`src/rtl/apu_envelope_bank_if.sv`:
```
// Envelope bank bus: shared quarter-frame enable, per-channel controls and outputs.
interface apu_envelope_bank_if #(
   parameter int unsigned NCH   = 4,
   parameter int unsigned DEPTH = 4
);
   logic                   qframe;
   logic [NCH-1:0]         start;
   logic [NCH-1:0]         loop;
   logic [NCH-1:0]         const_vol;
   logic [NCH*DEPTH-1:0]   period;
   logic [NCH*DEPTH-1:0]   vol;
   logic [NCH-1:0]         tick;

   modport master (
      output qframe, start, loop, const_vol, period,
      input  vol, tick
   );

   modport slave (
      input  qframe, start, loop, const_vol, period,
      output vol, tick
   );
endinterface

```
`src/rtl/apu_envelope_bank.sv`:
```
// Bank of NCH independent APU-style envelope generators (divider + decay counter).
module apu_envelope_bank #(
   parameter int unsigned NCH   = 4,
   parameter int unsigned DEPTH = 4
) (
   input  logic               clk,
   input  logic               rst,
   apu_envelope_bank_if.slave bus
);

   localparam int unsigned SYNC_W = 2;
   localparam logic [DEPTH-1:0] DEC_MAX = '1;
   localparam logic [DEPTH-1:0] ONE     = DEPTH'(1);

   logic [SYNC_W-1:0]    rst_sync_q;
   logic                 run;
   logic [NCH-1:0]       flag_q, flag_d;
   logic [NCH-1:0]       tick_q, tick_d;
   logic [DEPTH-1:0]     div_q [NCH];
   logic [DEPTH-1:0]     div_d [NCH];
   logic [DEPTH-1:0]     dec_q [NCH];
   logic [DEPTH-1:0]     dec_d [NCH];
   logic [NCH*DEPTH-1:0] vol_q, vol_d;

   // Release synchroniser: state only advances once reset release has crossed two flops.
   always_ff @(posedge clk or negedge rst) begin
      if (!rst) begin
         rst_sync_q <= '0;
      end else begin
         rst_sync_q <= {rst_sync_q[SYNC_W-2:0], 1'b1};
      end
   end

   assign run = rst_sync_q[SYNC_W-1];

   // Channel state and registered outputs.
   always_ff @(posedge clk or negedge rst) begin
      if (!rst) begin
         flag_q <= '0;
         tick_q <= '0;
         vol_q  <= '0;
         for (int unsigned i = 0; i < NCH; i++) begin
            div_q[i] <= '0;
            dec_q[i] <= '0;
         end
      end else begin
         flag_q <= flag_d;
         tick_q <= tick_d;
         vol_q  <= vol_d;
         for (int unsigned i = 0; i < NCH; i++) begin
            div_q[i] <= div_d[i];
            dec_q[i] <= dec_d[i];
         end
      end
   end

   // Per-channel next state: qframe uses the pre-edge start flag, a new start re-arms it.
   always_comb begin
      flag_d = flag_q;
      tick_d = '0;
      vol_d  = '0;
      for (int unsigned i = 0; i < NCH; i++) begin
         div_d[i] = div_q[i];
         dec_d[i] = dec_q[i];
      end

      if (run) begin
         for (int unsigned i = 0; i < NCH; i++) begin
            vol_d[i*DEPTH +: DEPTH] = bus.const_vol[i] ? bus.period[i*DEPTH +: DEPTH] : dec_q[i];

            if (bus.qframe) begin
               if (flag_q[i]) begin
                  flag_d[i] = 1'b0;
                  dec_d[i]  = DEC_MAX;
                  div_d[i]  = bus.period[i*DEPTH +: DEPTH];
               end else if (div_q[i] != '0) begin
                  div_d[i] = div_q[i] - ONE;
               end else begin
                  div_d[i]  = bus.period[i*DEPTH +: DEPTH];
                  tick_d[i] = 1'b1;
                  if (dec_q[i] != '0) begin
                     dec_d[i] = dec_q[i] - ONE;
                  end else if (bus.loop[i]) begin
                     dec_d[i] = DEC_MAX;
                  end
               end
            end

            if (bus.start[i]) begin
               flag_d[i] = 1'b1;
            end
         end
      end
   end

   assign bus.vol  = vol_q;
   assign bus.tick = tick_q;

endmodule

```
`src/flat_wrapper.sv`:
```
// flat-port wrapper written by rule: the top's interface ports become plain ports
module apu_envelope_bank_flat 
#(
   parameter int unsigned NCH   = 4,
   parameter int unsigned DEPTH = 4
)
  (clk, rst, bus_qframe, bus_start, bus_loop, bus_const_vol, bus_period, bus_vol, bus_tick);
  apu_envelope_bank_if #(.NCH(NCH), .DEPTH(DEPTH)) bus_i ();
  input  logic clk;
  input  logic rst;
  input wire logic [$bits(bus_i.qframe)-1:0] bus_qframe;
  input wire logic [$bits(bus_i.start)-1:0] bus_start;
  input wire logic [$bits(bus_i.loop)-1:0] bus_loop;
  input wire logic [$bits(bus_i.const_vol)-1:0] bus_const_vol;
  input wire logic [$bits(bus_i.period)-1:0] bus_period;
  output wire logic [$bits(bus_i.vol)-1:0] bus_vol;
  output wire logic [$bits(bus_i.tick)-1:0] bus_tick;
  assign bus_i.qframe = bus_qframe;
  assign bus_i.start = bus_start;
  assign bus_i.loop = bus_loop;
  assign bus_i.const_vol = bus_const_vol;
  assign bus_i.period = bus_period;
  assign bus_vol = bus_i.vol;
  assign bus_tick = bus_i.tick;
  apu_envelope_bank #(.NCH(NCH), .DEPTH(DEPTH)) u_core (.clk(clk), .rst(rst), .bus(bus_i));
endmodule
```
`config.mk`:
```
export PLATFORM = sky130hd
export DESIGN_NAME = apu_envelope_bank_flat
export DESIGN_NICKNAME = d
export VERILOG_FILES = /design/src/rtl/apu_envelope_bank_if.sv /design/src/rtl/apu_envelope_bank.sv /design/src/flat_wrapper.sv
export SDC_FILE = /design/constraint.sdc
export NUM_CORES = 1
export LEC_CHECK = 0
export BUFFER_PORTS_ARGS = -buffer_cell sky130_fd_sc_hd__buf_2
export CORE_UTILIZATION = 50
export DETAILED_ROUTE_END_ITERATION = 7
export PLACE_DENSITY = 0.72
export SYNTH_ARGS = -nofsm -noshare
export SYNTH_HDL_FRONTEND = slang
export SYNTH_SLANG_ARGS = --single-unit
```
`constraint.sdc`:
```
create_clock -name clk -period 2.2 [get_ports clk]
set_input_delay 0.22 -clock clk [delete_from_list [all_inputs] [get_ports clk]]
set_output_delay 0.22 -clock clk [all_outputs]
set_load 0.01 [all_outputs]
```
* After elaboration in Yosys (flattened, before gate mapping)
Index checks and enable logic that the tools add are counted.
Storage, ports and cells: output and inout bits 20, register bits 58
Cells by class: reduce and logical (&&, ||, !) cells 25, equality and inequality tests 4, add/sub/neg operators 8, mux-type cells 47
Operators with widths (count):
- two-way mux 4 bit | 29
- nonzero test 4 bit | 8
- subtractor 4 x 1 -> 4 bit (second input constant) | 8
- two-way mux 1 bit | 17
- two-way mux 16 bit | 1
- AND reduction 4 bit | 4
- nonzero test 3 bit | 4
- AND reduction 2 bit | 5
- != test 2 x 1 -> 1 bit (second input constant) | 4
- nonzero test 2 bit | 4

* Longest topological paths before layout
depth after elaboration 5, gate-level depth with buffers 6, depth with buffers taken out 6

* Worst setup path after synthesis
OpenSTA, ideal clock, no wires.
path type flip-flop to flip-flop, start register u_core.dec_q[8] (netlist name), end register u_core.dec_q[8] (netlist name), path slack 0.529 ns, arrival 1.533 ns, stages on the path, launching flop included 7, data required time 2.062 ns, path through dfrtp_1 > inv_1 > ha_1 > or3b_2 > o21a_1 > o22ai_1 > a22oi_1
Between the ends: longest elaborated chain between the ends 4, elaborated cells on any way between the ends 7, classes of those cells add/sub (1); mux (3); reduce/logical (3)
RTL lines:
- from (decl) | RTL line apu_envelope_bank.sv:21 | logic [DEPTH-1:0] dec_q [NCH];
- from (signal, indexed assignment) | RTL line apu_envelope_bank.sv:52 | dec_q[i] <= dec_d[i];
- subtractor 4 x 1 -> 4 bit or nonzero test 4 bit (tied branches) | RTL line apu_envelope_bank.sv:82, apu_envelope_bank.sv:81
- two-way mux 4 bit | RTL line apu_envelope_bank.sv:81 | if (dec_q[i] != '0) begin
- two-way mux 4 bit | RTL line apu_envelope_bank.sv:76 | end else if (div_q[i] != '0) begin
- two-way mux 4 bit | RTL line apu_envelope_bank.sv:72 | if (flag_q[i]) begin
Several ways; a longest one is shown, not always the timed one. The select of a mux whose other input is x is not followed. A chain may end at the register's enable or synchronous reset.

* Worst setup path after layout
start register u_core.dec_q[13] (netlist name), end register u_core.dec_q[13] (netlist name)
Same word-level chain as after synthesis.

==> impl_metrics.csv <==
group,metric,value,unit
sta,report.final.slew_viol_count,0,
die,rows,27,
sta,setup_ws,0.3760,ns
worst_setup_path,arrival,2.08,ns
place,dpl_cell_area,3343,µm²
die,coreArea,5675,µm²
clock_network,cts_max_path_buffers,2,
die,die_area,6351,µm²
worst_setup_path,cp_slowest_cell,"or4b_1",
synth,syn_area,3018,µm²
die,io-pin-count,51,
sta,max_slew_margin,58.00,%
pwr,irDropWorstVdd,0.4124,mV
synth,synth_edf_count,0,
layout,syn_to_final_growth,17.16,%
sta,period_needed,1.824,ns
synth,yosysSeqAreaShare,48.09,%
global_routing,grt_pass1_vias,2407,
clock_network,h-tree-depth,3,
pwr,p_clk_share,29.0,%
detailed_routing,dr.pass1.iters,4,
clock_network,cts.sinks,58,
pwr,switchingPower,0.001015,W
global_routing,grt_first_pass_wirelength,10.93,mm
die,start_util,53.17,%
global_routing,grt_use_total,22.50,%
synth,ys_types,55,
layout,drive_above_1_share,20.65,%
worst_setup_path,critPathTopFamily,"simple AND/OR/NAND/NOR gates",
pwr,p_sw_share,32.69,%
place,place.port_buffers,50,
detailed_routing,dr.first_iter.drc_count,123,
sta,hold_violations,0,
worst_setup_path,cp-end-kind,"flop",
detailed_routing,dr_total_vias,2553,
clock_network,cts_buffers,9,
detailed_routing,drcViolationCount,0,
synth,syn_area_per_cell,9.642,µm²
clock_network,path_clk_slew,0.07,ns
worst_setup_path,crit_fanout,6,
sta,setup_violations,0,
pwr,p_leak,1.665,nW
synth,synthesis.instances,313,
sta,tightest_slew,0.6300,ns
status,outcome,"finished clean",
synth,ys.warnings.count,0,
worst_setup_path,cp.required,2.45,ns
synth,synth_top_flop_cell,"dfrtp_1",
global_routing,antenna_found_initial,0,
place,pre_cts_ws,0.4238,ns
clock_network,cts_root_buffer,"clkbuf_8",
pwr,combPwrFrac,24.1,%
detailed_routing,routed_wl,6.486,mm
synth,synthArstFlopShare,100.0,%
detailed_routing,routed_via_density,5.802,
worst_setup_path,start_kind,"flop",
sta,max_freq,548.2,MHz
pwr,p_seq_share,46.9,%
run,maxCapViolations,0,
worst_setup_path,cpPeakStageDelay,0.47,ns
worst_setup_path,crit_buf_inv,1,
layout,fin_util,62.30,%
global_routing,grt_max_degree,35,
layout,postLayoutCellArea,3536,µm²
pwr,intPower,0.002090,W
sta,skew,0.007721,ns
synth,yosys_register_bits,58,
place,dpl.hpwl,4.555,mm
detailed_routing,drt-wirelength-per-cell,14.74,µm
die,die_h,79.69,µm
min_path,holdCritPathClass,"in2reg",
clock_network,cts_tree,"built",
synth,synth_area_leaders,"dfrtp_1, mux2i_1, ha_1",
sta,rsz0062_at_grt,"no",
sta,tns,0,ns
clock_network,clk_latency,0.33,ns
synth,synth_top_area_share,48.09,%
synth,synth_nets,352,
place,place_congestion,0.8654,
synth,yosys.area.top_type,"dfrtp_1",
layout,num_antenna_cells,0,
sta,post-route-period-util,82.91,%
die,die_w,79.69,µm
worst_setup_path,crit_type,"reg2reg",
pwr,pwr_density_cell,878.3,nW/µm²
global_routing,grt-ovfl-total,0,
worst_setup_path,crit_chain,"inv_1, ha_1, or4b_1, nand4_2, mux2i_1, a2bb2oi_1",
detailed_routing,ant_nets,0,
pwr,p_total,0.003106,W
layout,nNetsFinal,402,
-- cells in the mapped netlist, types with 3 or more instances --
library cell   n
ha_1           8
nor4_1         3
nor3_1        11
o21ai_0       14
mux2i_1       19
o21a_1         5
nor2b_1       16
inv_1         22
nand3_1       12
o22ai_1        5
a211oi_1       3
a21oi_1       18
nand2b_1       3
clkbuf_1      13
a31oi_1        7
o32ai_1        3
or3_1          3
nand2_1       18
dfrtp_1       58
o211ai_1       3
nor2_1        24
-- stage by stage --
stage	std cells	hold WS [ns]
6_report	440	0.1018
5_1_grt	440	0.1192
4_1_cts	440	0.09861
3_5_place_dp	423	0.2823
3_3_place_gp	423	0.2745
2_1_floorplan	313	-0.07559
-- cell type report --
type / instances / area [µm²]
multi-input combinational: 216 / 1406
sequential: 58 / 1451
tap: 72 / 90.09
fill: 474 / 2140
clock inverter: 2 / 10.01
timing repair buffer: 56 / 322.8
inverter: 22 / 82.58
clock buffer: 14 / 172.7
-- kinds of logic after synthesis --
logic type	count (synthesis)	share of synthesized area (%)
and+or+nand+nor	110	19.78
AOI/OAI and AO/OA	76	16.42
DFF	58	48.09
buffers and inverters	39	5.307
muxes	20	6.675
adders and majority gates	8	3.317
other	1	0.1243
xor gates and xnor gates	1	0.2903
-- worst paths after layout --
| path | from | endpoint | slack [ns] | depth (start not counted) |
|---|---|---|---|---|
| worst max-delay path | u_core.dec_q[13] | u_core.dec_q[13] | 0.38 | 6 |
| worst min-delay path | bus_start[2] | u_core.flag_q[2] | 0.10 | 3 |
| worst max register to register | u_core.dec_q[13] | u_core.dec_q[13] | 0.38 | 6 |
| worst min register to register | u_core.rst_sync_q[0] | u_core.rst_sync_q[1] | 0.34 | 0 |
| max in group asynchronous | rst | u_core.bus.vol[15] | 1.17 | 3 |
| min in group asynchronous | rst | u_core.bus.tick[0] | 0.44 | 2 |
-- layout by cell type, fill, tap and decap left out, types with 3 or more instances in the layout --
master | netlist | layout
nor2_1 | 24 | 24
nand3_1 | 12 | 12
nor4_1 | 3 | 3
a21oi_1 | 18 | 18
nor3_1 | 11 | 11
nor2b_1 | 16 | 16
inv_1 | 22 | 22
or3_1 | 3 | 3
o22ai_1 | 5 | 5
a31oi_1 | 7 | 7
a211oi_1 | 3 | 3
nand2b_1 | 3 | 3
mux2i_1 | 19 | 19
o211ai_1 | 3 | 3
o32ai_1 | 3 | 3
nand2_1 | 18 | 18
dfrtp_1 | 58 | 58
o21ai_0 | 14 | 14
buf_4 | 1 | 3
clkbuf_8 | 0 | 12
ha_1 | 8 | 8
o21a_1 | 5 | 5
buf_2 | 2 | 50
-- state kept, by name, summed over array words and instances (netlist names) --
signal / flops
u_core.bus.tick: 4
u_core.bus.vol: 16
u_core.dec_q: 16
u_core.div_q: 16
u_core.flag_q: 4
u_core.rst_sync_q: 2
-- layer usage --
| metal | global-route usage, % | vias to the layer above | routed length, µm |
|---|---|---|---|
| met2 | 35.98 | 92 | 3155 |
| met1 | 29.02 | 1218 | 2881 |
| li1 | - | 1230 | - |
| met3 | 4.229 | 13 | 345 |
| met4 | 11.27 | 0 | 104 |
| met5 | 0 | - | 0 |
-- worst register-to-register path, stage by stage (launching register included) --
cell and delay, ns:
dfrtp_1 0.41, inv_1 0.11, ha_1 0.25, or4b_1 0.47, nand4_2 0.14, mux2i_1 0.22, a2bb2oi_1 0.16
-- repair_timing --
action	CTS	global route
setup buffers	0	0
gates resized for setup	0	0
hold buffers	1	0
hold endpoints to repair	26	0
-- power by group through the flow --
| stage | combinational, W | sequential, W | clock, W |
|---|---|---|---|
| floorplan | 0.000556 | 0.00142 | 0 |
| global placement | 0.000722 | 0.00146 | 0 |
| detailed placement | 0.000743 | 0.00147 | 0 |
| CTS | 0.000754 | 0.00145 | 0.000925 |
| global route | 0.000854 | 0.00149 | 0.000973 |
| finish | 0.000748 | 0.00146 | 0.000900 |
Note: power is estimated with default switching activity, not from simulation.
